<file path="src/rtl/parity_check_pipe.sv">
// Two-stage pipelined parity checker for XNOR-parity-protected words.
// Stage 1 captures the word and the XNOR reduction of each half. Stage 2
// combines the halves, compares the result with the stored parity bit and
// drives the registered outputs. A sticky flag and a saturating counter
// record erroneous words as they leave the block.
module parity_check_pipe #(
  parameter int WIDTH = 32,
  parameter int CNT_W = 8
) (
  input  logic             clk,
  input  logic             rst,
  input  logic             in_valid,
  output logic             in_ready,
  input  logic [WIDTH-1:0] in_data,
  input  logic             in_par,
  output logic             out_valid,
  input  logic             out_ready,
  output logic [WIDTH-1:0] out_data,
  output logic             out_err,
  input  logic             clr_err,
  output logic             err_sticky,
  output logic [CNT_W-1:0] err_cnt
);

  localparam int HALF = WIDTH / 2;

  // XNOR reduction: 1 when the slice holds an even number of ones
  function automatic logic xnor_lo(input logic [WIDTH-1:0] d);
    return ~(^d[HALF-1:0]);
  endfunction

  function automatic logic xnor_hi(input logic [WIDTH-1:0] d);
    return ~(^d[WIDTH-1:HALF]);
  endfunction

  // Combine half reductions; mismatch against stored parity is an error
  function automatic logic par_err(input logic lo, input logic hi, input logic par);
    return (~(lo ^ hi)) ^ par;
  endfunction

  logic             s1_valid_q, s1_valid_d;
  logic [WIDTH-1:0] s1_data_q,  s1_data_d;
  logic             s1_par_q,   s1_par_d;
  logic             s1_lo_q,    s1_lo_d;
  logic             s1_hi_q,    s1_hi_d;
  logic             s2_valid_q, s2_valid_d;
  logic [WIDTH-1:0] s2_data_q,  s2_data_d;
  logic             s2_err_q,   s2_err_d;
  logic             sticky_q,   sticky_d;
  logic [CNT_W-1:0] cnt_q,      cnt_d;

  logic s2_adv_s;
  logic s1_adv_s;
  logic err_xfer_s;

  // Handshake: a stage may load when it is empty or its contents move on
  always_comb begin
    s2_adv_s   = ~s2_valid_q | out_ready;
    s1_adv_s   = ~s1_valid_q | s2_adv_s;
    err_xfer_s = s2_valid_q & out_ready & s2_err_q;
  end

  assign in_ready   = s1_adv_s;
  assign out_valid  = s2_valid_q;
  assign out_data   = s2_data_q;
  assign out_err    = s2_err_q;
  assign err_sticky = sticky_q;
  assign err_cnt    = cnt_q;

  // Stage 1 next state: capture word and per-half reductions on accept
  always_comb begin
    s1_valid_d = s1_valid_q;
    s1_data_d  = s1_data_q;
    s1_par_d   = s1_par_q;
    s1_lo_d    = s1_lo_q;
    s1_hi_d    = s1_hi_q;
    if (s1_adv_s) begin
      s1_valid_d = in_valid;
      if (in_valid) begin
        s1_data_d = in_data;
        s1_par_d  = in_par;
        s1_lo_d   = xnor_lo(in_data);
        s1_hi_d   = xnor_hi(in_data);
      end else begin
        s1_data_d = s1_data_q;
      end
    end else begin
      s1_valid_d = s1_valid_q;
    end
  end

  // Stage 2 next state: finish the parity check; holds while stalled
  always_comb begin
    s2_valid_d = s2_valid_q;
    s2_data_d  = s2_data_q;
    s2_err_d   = s2_err_q;
    if (s2_adv_s) begin
      s2_valid_d = s1_valid_q;
      if (s1_valid_q) begin
        s2_data_d = s1_data_q;
        s2_err_d  = par_err(s1_lo_q, s1_hi_q, s1_par_q);
      end else begin
        s2_err_d  = s2_err_q;
      end
    end else begin
      s2_valid_d = s2_valid_q;
    end
  end

  // Error accounting at the output transfer; a clear request takes priority
  always_comb begin
    sticky_d = sticky_q;
    cnt_d    = cnt_q;
    if (clr_err) begin
      sticky_d = 1'b0;
      cnt_d    = {CNT_W{1'b0}};
    end else if (err_xfer_s) begin
      sticky_d = 1'b1;
      if (cnt_q != {CNT_W{1'b1}}) begin
        cnt_d = cnt_q + {{(CNT_W-1){1'b0}}, 1'b1};
      end else begin
        cnt_d = cnt_q;
      end
    end else begin
      sticky_d = sticky_q;
    end
  end

  // State registers with synchronous reset
  always_ff @(posedge clk) begin
    if (rst) begin
      s1_valid_q <= 1'b0;
      s1_data_q  <= {WIDTH{1'b0}};
      s1_par_q   <= 1'b0;
      s1_lo_q    <= 1'b0;
      s1_hi_q    <= 1'b0;
      s2_valid_q <= 1'b0;
      s2_data_q  <= {WIDTH{1'b0}};
      s2_err_q   <= 1'b0;
      sticky_q   <= 1'b0;
      cnt_q      <= {CNT_W{1'b0}};
    end else begin
      s1_valid_q <= s1_valid_d;
      s1_data_q  <= s1_data_d;
      s1_par_q   <= s1_par_d;
      s1_lo_q    <= s1_lo_d;
      s1_hi_q    <= s1_hi_d;
      s2_valid_q <= s2_valid_d;
      s2_data_q  <= s2_data_d;
      s2_err_q   <= s2_err_d;
      sticky_q   <= sticky_d;
      cnt_q      <= cnt_d;
    end
  end

endmodule

</file>
<file path="config.mk">
export PLATFORM = sky130hd
export DESIGN_NAME = parity_check_pipe
export DESIGN_NICKNAME = d
export VERILOG_FILES = /design/src/rtl/parity_check_pipe.sv
export SDC_FILE = /design/constraint.sdc
export NUM_CORES = 1
export LEC_CHECK = 0
export CORE_MARGIN = 10
export CORE_UTILIZATION = 48
export DETAILED_ROUTE_END_ITERATION = 10
export GPL_TIMING_DRIVEN = 0
export HOLD_SLACK_MARGIN = 0.05
export PLACE_DENSITY_LB_ADDON = 0.08
export SLEW_MARGIN = 40
export SYNTH_ARGS = -nofsm -noshare
export SYNTH_HDL_FRONTEND = slang
export SYNTH_SLANG_ARGS = --single-unit
</file>
<file path="constraint.sdc">
create_clock -name clk -period 1.86 [get_ports clk]
set_clock_uncertainty 0.15 [all_clocks]
set_input_delay 0.372 -clock clk [delete_from_list [all_inputs] [get_ports clk]]
set_output_delay 0.372 -clock clk [all_outputs]
set_load 0.02 [all_outputs]
</file>
Yosys cells after proc, flatten, opt, wreduce, memory -nomap -nowiden
Index checks and enable logic that the tools add are counted.
- register bits after elaboration: 79
- bits in latches: 0
- memory bits (writable): 0
- ROM bits: 0
- bits of input ports: 38
- output and inout port bits: 44
- word-level logic and storage cells: 29
- memories kept: 0
- add/sub/neg operators: 1
- multiply operators: 0
- div/mod/pow operators: 0
- $lt $le $gt $ge: 0
- eq/ne operators: 1
- shift-type cells: 0
- muxes and demuxes: 0
- bitwise logic cells: 11
- reduce and logical (&&, ||, !) cells: 6
- operator list (cell ; count):
    $reduce_xor A16 Y1 ; 2
    $add A8 B1 Y8 const B ; 1
    $ne A8 B8 Y1 const B ; 1
    $reduce_and A2 Y1 ; 3
    $not A1 Y1 ; 5
    $and A1 B1 Y1 ; 2
    $or A1 B1 Y1 ; 2
    $reduce_or A2 Y1 ; 1
    $xor A1 B1 Y1 ; 2

Logic depth before layout (Yosys ltp)
Gate-level depths: netlist of the first run.
- depth after elaboration: 4
- mapped depth: 7
- gate-level depth less buffers: 6

Worst setup path before layout of the first run
Ideal clock, no wire load.
- kind: register to register
- start: register s2_valid_q, in the netlist out_valid
- end: register s1_data_q[10]
- setup time: 132 ps
- arrival: 1410 ps
- data required time: 1578 ps
- path slack: 168 ps
- stages on the path, launching flop included: 8
- path buffers: 2
- clock period less this slack: 1692 ps
- cells stage by stage: dfxtp_1 nor2b_4 nand2_1 and2_1 buf_4 buf_6 nand2_1 a21oi_1
- word-level cells in the longest chain between the ends: 4
- ends and longest elaborated chain (element ; line ; source):
    start: declaration ; 46 ; logic s2_valid_q, s2_valid_d;
    start signal: assignment ; 148 ; s2_valid_q <= s2_valid_d;
    $not A1 Y1 ; 58 ; s2_adv_s = ~s2_valid_q | out_ready;
    $or A1 B1 Y1 ; 58 ;
    $or A1 B1 Y1 ; 59 ; s1_adv_s = ~s1_valid_q | s2_adv_s;
    net in_ready ; 13 ; output logic in_ready,
    $reduce_and A2 Y1 (no source line) ; -- ;
    end signal: assignment ; 133 ; s1_data_q <= {WIDTH{1'b0}};
    end signal: assignment ; 144 ; s1_data_q <= s1_data_d;
    end: declaration ; 42 ; logic [WIDTH-1:0] s1_data_q, s1_data_d;
The timed path passes the listed nets, and every way through them passes these cells.
A chain may end at the register's enable or synchronous reset.

Final worst setup path of the first run
- start: register s2_data_q[2], in the netlist out_data[2]
- end: output port out_data[2]
- RTL lines (element ; line ; source):
    start: declaration ; 47 ; logic [WIDTH-1:0] s2_data_q, s2_data_d;
    start signal: assignment ; 138 ; s2_data_q <= {WIDTH{1'b0}};
    start signal: assignment ; 149 ; s2_data_q <= s2_data_d;
    end: declaration ; 18 ; output logic [WIDTH-1:0] out_data,
No word-level cell between the ends.

==> metrics.md, run 1 <==
| Metric | Value |
|---|---|
| Pwr Density | around 930 nW/um^2 |
| Postcts setup bufs | 0 |
| First-pass GRT wire length | ~13000 um |
| Critical path endpoint | out_data[2] |
| Crit path kind | reg -> out |
| Final Non-Filler Cells | approximately 560 |
| CP Capture Type | output pin |
| Worst slew margin | about two thirds |
| Average wire per standard cell | 14.18 um |
| Drt drc | 0 |
| Clk sink count | 79 |
| Layout cells sized above 1 | between 7 and 8% |
| Post-synthesis average cell area | between 8 and 9 sq um |
| N_diodes | 0 |
| Maximum number of pins on one net before global-route repair | 14 |
| DRT iter0 DRCs | between 80 and 90 |
| Design Power | approximately 4 mW |
| Vias | 2754 |
| Total track usage | between 15 and 20% |
| Grt total ovfl | 0 |
| Resized Gates After CTS | 14 |
| Area after DPL | 4006 sq um |
| Final setup viols | 0 |
| Cell variety after synth | 28 |
| Cell area after layout | around 4300 sq um |
| Clk buf depth | 2 |
| Post-layout nets | slightly above 500 |
| Slowest cell delay on critical path | 610 ps |
| Crit Reg-Reg Endpoint | err_cnt[4] |
| Crit path DAT | about 1300 ps |
| Row count | 29 |
| Mapped cell area | a little over 3000 sq um |
| Area Growth Syn to Fin | 37.79% |
| Core region area | around 6300 sq um |
| R2R setup slack | ~270 ps |
| Final hold violation count | 0 |
| H-tree Lvls | 3 |
| CTS tree | built |
| Top delay family on crit path | buffers and inverters |
| Crit path depth | 1 |
| Port buffer count | 80 |
| Post-Syn Nets | approximately 420 |
| Worst-path clk slew | around 80 ps |
| Setup crit start | out_data[2] |
| Initial Utilization | around 49% |
| P_leak | about 1.8 nW |
| Die area | between 10000 and 15000 sq um |
| Startpoint types | flip-flop |
| Worst r2r path cells | 6 |
| DP Wirelength | 5826 um |
| ANT nets after route | 0 |
| Worst-path cell chain | clkdlybuf4s50_1 |
| Yosys Warn Count | 0 |
| Place WS | -376.5 ps |
| Initial antenna violation count | 0 |
| Drt total wl | slightly below 8000 um |
| Total CTS buffers | 9 |
| Setup TNS Final | 0 ps |
| IO Count | 82 |
| Die width | 100.5 um |
| Chip height | roughly 100 um |
| Seq/Total Area, Yosys | between 50% and 60% |
| Max Slew Vio Count | 0 |
| Worst hold path class | reg -> reg |
| Buf/Inv on CP | 1 |
| Placer Congestion | between 0.7 and 0.8 |
| Worst R2R Start | err_cnt[0] |
| Hold WS | 304.0 ps |
| Final Critical Period | 1816 ps |
| Worst vdd ir | between 500 and 600 uV |
| Final Cycle Share | ~98% |
| Vias in the first global route | about 2.6k |
| Final WS setup | between 40 and 50 ps |
| Drt first pass iters | 4 |
| Critical Path RT | 1340 ps |
| CTS hold repair buffers | 0 |
| Vias per inst | around 5 |
| CP max-delay cell | clkdlybuf4s50_1 |
| Post-Syn Instances | ~380 |
| Max cap viols | 0 |
| RSZ-0062 raised after global routing | no |
| Util after Layout | 67.86% |
| Max FO, Critical Path | 2 |
| Number of synthesized register bits | 79 |
| Clk root buf | clkbuf_8 |
| Worst-Margin Slew | 517.4 ps |
| Max Clk Rate | roughly 550 MHz |
| Placed insts | 539 |
| Clock latency at the later pin of the worst-skew pair | ~340 ps |
| Outcome | completed |
synthesized netlist by cell type, drive strengths merged:
cell type / count / share of area [%]
nor2: 12 / 1.4
xor2: 4 / 1.1
xnor2: 34 / 9.6
dfxtp: 79 / 51
a211oi: 1 / 0.24
and2: 1 / 0.20
o21a: 1 / 0.24
nor3: 3 / 0.48
ha: 1 / 0.40
nor2b: 2 / 0.64
nand2: 137 / 17
and3: 1 / 0.24
or2: 1 / 0.20
nand3: 3 / 0.48
nand3b: 2 / 0.48
buf: 14 / 2.9
clkbuf: 9 / 1.1
nand4: 2 / 0.40
nand2b: 2 / 0.40
o21ai: 4 / 0.76
or3: 1 / 0.20
a21oi: 68 / 11
final cells by class:
| type | instances | area, sq um |
|---|---|---|
| tap | 77 | 96.34 |
| timing repair buffer | 80 | 815.8 |
| fill | 560 | 2029 |
| multi-input combinational | 280 | 1405 |
| sequential | 79 | 1582 |
| clock inverter | 6 | 132.6 |
| clock buffer | 10 | 127.6 |
| buffer | 23 | 125.1 |
state kept, by name (all words and copies together), names as in the netlist:
| register | count |
|---|---|
| s1_lo_q | 1 |
| out_err | 1 |
| s1_hi_q | 1 |
| err_cnt | 8 |
| out_data | 32 |
| s1_valid_q | 1 |
| s1_par_q | 1 |
| s1_data_q | 32 |
| err_sticky | 1 |
| out_valid | 1 |
layout by cell type (no fill, tap or decap), types with 2 or more instances in the layout:
cell	count
a21oi_1	68
buf_2	10
buf_4	2
buf_6	3
bufinv_16	4
clkbuf_1	10
clkbuf_8	9
clkdlybuf4s50_1	57
dfxtp_1	79
dlygate4sd2_1	10
dlymetal6s2s_1	12
nand2_1	135
nand2_2	2
nand2b_1	2
nand3_1	3
nand3b_1	2
nand4_1	2
nor2_1	12
nor3_1	3
o21ai_1	2
xnor2_1	34
xor2_1	4
metal layers:
layer / share of wire, % / vias up / wire length [um] / global-route usage (%)
met5: 0 / - / 0 / 0
met4: 1.3 / 0 / 100 / 5.870
met3: 6.6 / 9 / 519 / 4.595
met2: 47 / 63 / 3685 / 25.42
met1: 45 / 1268 / 3565 / 19.71
li1: - / 1414 / - / -
cells by family after synthesis:
| kind of cell | share of synthesized area [%] |
|---|---|
| buffers and inverters | 4.024 |
| DFF | 50.87 |
| and+or+nand+nor | 21.81 |
| AOI/OAI and AO/OA | 12.19 |
| xor gates and xnor gates | 10.70 |
| adders and majority gates | 0.4024 |
worst min path at each step:
stage | to | slack, ps | startpoint | cells past startpoint
floorplan | out_data[10] | 280 | s1_data_q[10] | 2
global placement | out_data[2] | 290 | s1_data_q[2] | 2
detailed placement | out_data[2] | 290 | s1_data_q[2] | 2
CTS | out_data[14] | 310 | s1_data_q[14] | 2
global route | out_data[19] | 320 | s1_data_q[19] | 2
finish | out_data[12] | 300 | out_data[12] | 2
report_power, final:
part           internal [mW]  switching, mW
clock network           1.03          0.622
logic                  0.264          0.266
registers               1.76         0.0406
(Power assumes the default switching activity.)
==> inputs of run 2 (changes only) <==
- CELL_PAD_IN_SITES_DETAIL_PLACEMENT: unset -> 0
- CELL_PAD_IN_SITES_GLOBAL_PLACEMENT: unset -> 1
- CORE_UTILIZATION: 48 -> 35
==> run 2 against run 1 <==
  * Final area is 0.91% lower
  * Clock power is 19% lower
  * Sequential power is essentially flat
  * Maximum frequency increased by 0.33%
  * First-iteration DRC count shrank 8.0%
  * Via count down 3.6%
  * Critical path type unchanged
  * Largest cell class unchanged
==> metrics.md, run 2 (synthesis results as in run 1) <==
| Metric | Value |
|---|---|
| P_leak | 1.664 nW (-5.9%) |
| Outcome | completed |
| Vias per inst | 4.548 (-8.3%) |
| Clk buf depth | 2 (unchanged) |
| Vias | 2656 (-3.6%) |
| Total CTS buffers | 9 (unchanged) |
| GRT busiest layer | met2 |
| Area Growth Syn to Fin | 36.54% |
| Top delay family on crit path | buffers and inverters |
| Met1 GRT Util | 15.87% (-3.8 points) |
| Layout cells sized above 1 | 6.933% (-0.60 points) |
| Startpoint types | flip-flop |
| Clk sink count | 79 (unchanged) |
| Core region area | 8678 sq um (+37%) |
| Row count | 34 (+17%) |
| First-pass GRT wire length | 13370 um (+1.6%) |
| Initial antenna violation count | 0 (unchanged) |
| Final Non-Filler Cells | 584 (+5.2%) |
| Die width | 114.3 um (+14%) |
| N_diodes | 0 (unchanged) |
| Final setup viols | 0 (unchanged) |
| Place WS | -375.2 ps (+1.267 ps) |
| Port buffer count | 80 (unchanged) |
| Slowest cell delay on critical path | 610 ps (about the same) |
| Worst slew margin | 60.35% (-5.2 points) |
| Clock latency at the later pin of the worst-skew pair | 340 ps (about the same) |
| Postcts setup bufs | 0 (unchanged) |
| DP Wirelength | 6067 um (+4.1%) |
| Max Slew Vio Count | 0 (unchanged) |
| CTS hold repair buffers | 0 (unchanged) |
| Final Critical Period | 1810 ps (-6.003 ps) |
| Vias in the first global route | 2694 (+2.7%) |
| Initial Utilization | 35.83% (-13 points) |
| H-tree Lvls | 3 (unchanged) |
| M3 GR Usage | 3.721% (-0.87 points) |
| Final hold violation count | 0 (unchanged) |
| Crit path kind | reg -> out |
| Total track usage | 12.66% (-3.2 points) |
| Average wire per standard cell | 13.93 um (-1.7%) |
| Resized Gates After CTS | 16 (+2) |
| Max Clk Rate | 552.4 MHz (+0.33%) |
| ANT nets after route | 0 (unchanged) |
| Pwr Density | 866.1 nW/um^2 (-6.9%) |
| Drt drc | 0 (unchanged) |
| Worst hold path class | in -> reg |
| Final Cycle Share | 97.33% (-0.32 points) |
| Max FO, Critical Path | 2 (unchanged) |
| Placed insts | 570 (+5.8%) |
| Worst vdd ir | 339.3 uV (-42%) |
| Post-layout nets | 512 (unchanged) |
| IO Count | 82 (unchanged) |
| Die area | 13050 sq um (+29%) |
| Worst-path clk slew | 80 ps (about the same) |
| Most common cell after layout, fill and taps aside | nand2_1 |
| Grt total ovfl | 0 (unchanged) |
| Final WS setup | 49.64 ps (+6.003 ps) |
| Chip height | 114.3 um (+14%) |
| Max cap viols | 0 (unchanged) |
| Buf/Inv on CP | 1 (unchanged) |
| Worst-Margin Slew | 594.7 ps (+77.29 ps) |
| DRT iter0 DRCs | 81 (-8.0%) |
| Crit path DAT | 1290 ps (about the same) |
| Drt first pass iters | 4 (unchanged) |
| Most frequent cells in the layout | nand2_1, dfxtp_1, a21oi_1 |
| CP Capture Type | output pin |
| CP max-delay cell | clkdlybuf4s50_1 |
| Maximum number of pins on one net before global-route repair | 13 (-1) |
| Drt total wl | 8138 um (+3.4%) |
| CTS tree | built |
| RSZ-0062 raised after global routing | no |
| Placer Congestion | 0.7710 (+0.55%) |
| M2 GR Usage | 20.05% (-5.4 points) |
| Worst-path cell chain | clkdlybuf4s50_1 |
| Critical Path RT | 1340 ps (about the same) |
| Clk root buf | clkbuf_8 |
run 2: changes by cell type in the layout (fill, tap and decap cells not counted), moves of 2 or more:
cell / change
dlygate4sd2_1: +2
dlymetal6s2s_1: -4
clkdlybuf4s50_1: +2
bufinv_16: -2
run 2: stage by stage:
step / util [%] / hold WS [ps] / power (mW) / setup TNS, ps / area, sq um
CTS: 48.69 / 304.3 / 3.729 / 0 / 4225
detailed placement: 46.61 / 295.1 / 2.389 / -9068 / 4045
global placement: 46.61 / 287.3 / 2.387 / -8850 / 4045
floorplan: - / 282.1 / 2.169 / 0 / 3109
global route: 48.92 / 274.2 / 3.845 / 0 / 4245
finish: 48.92 / 251.0 / 3.677 / 0 / 4245
run 2: final timing paths:
path | start | to | slack, ps | depth (start not counted)
worst max-delay path | out_data[19] | out_data[19] | 50 | 1
worst min-delay path | out_ready | out_valid | 250 | 4
worst max register to register | err_cnt[0] | err_cnt[4] | 270 | 6
worst min register to register | s1_data_q[24] | out_data[24] | 300 | 2
run 2: area by class of cell:
class                      count  area, sq um
clock inverter                 4        72.57
fill                         890         4433
clock buffer                  10        127.6
timing repair buffer          80        800.8
tap                          108        135.1
buffer                        23        125.1
sequential                    79         1582
multi-input combinational    280         1403
run 2: worst reg2reg max path: cells and delay by family, from the launching register on:
family,cells,cell delay (ps)
xor+xnor,1,150
fa+ha+maj,1,240
compound gates,1,240
flops,1,400
simple gates,3,290
run 2: power by group:
| part | switching (mW) | internal (mW) | total, mW |
|---|---|---|---|
| clock | 0.599 | 0.740 | 1.34 |
| sequential | 0.0403 | 1.76 | 1.81 |
| combinational | 0.269 | 0.264 | 0.533 |
run 2: layer usage:
layer	up-vias	wire, um
met5	-	0
met4	0	125
met3	11	457
met2	59	3627
met1	1177	3928
li1	1409	-
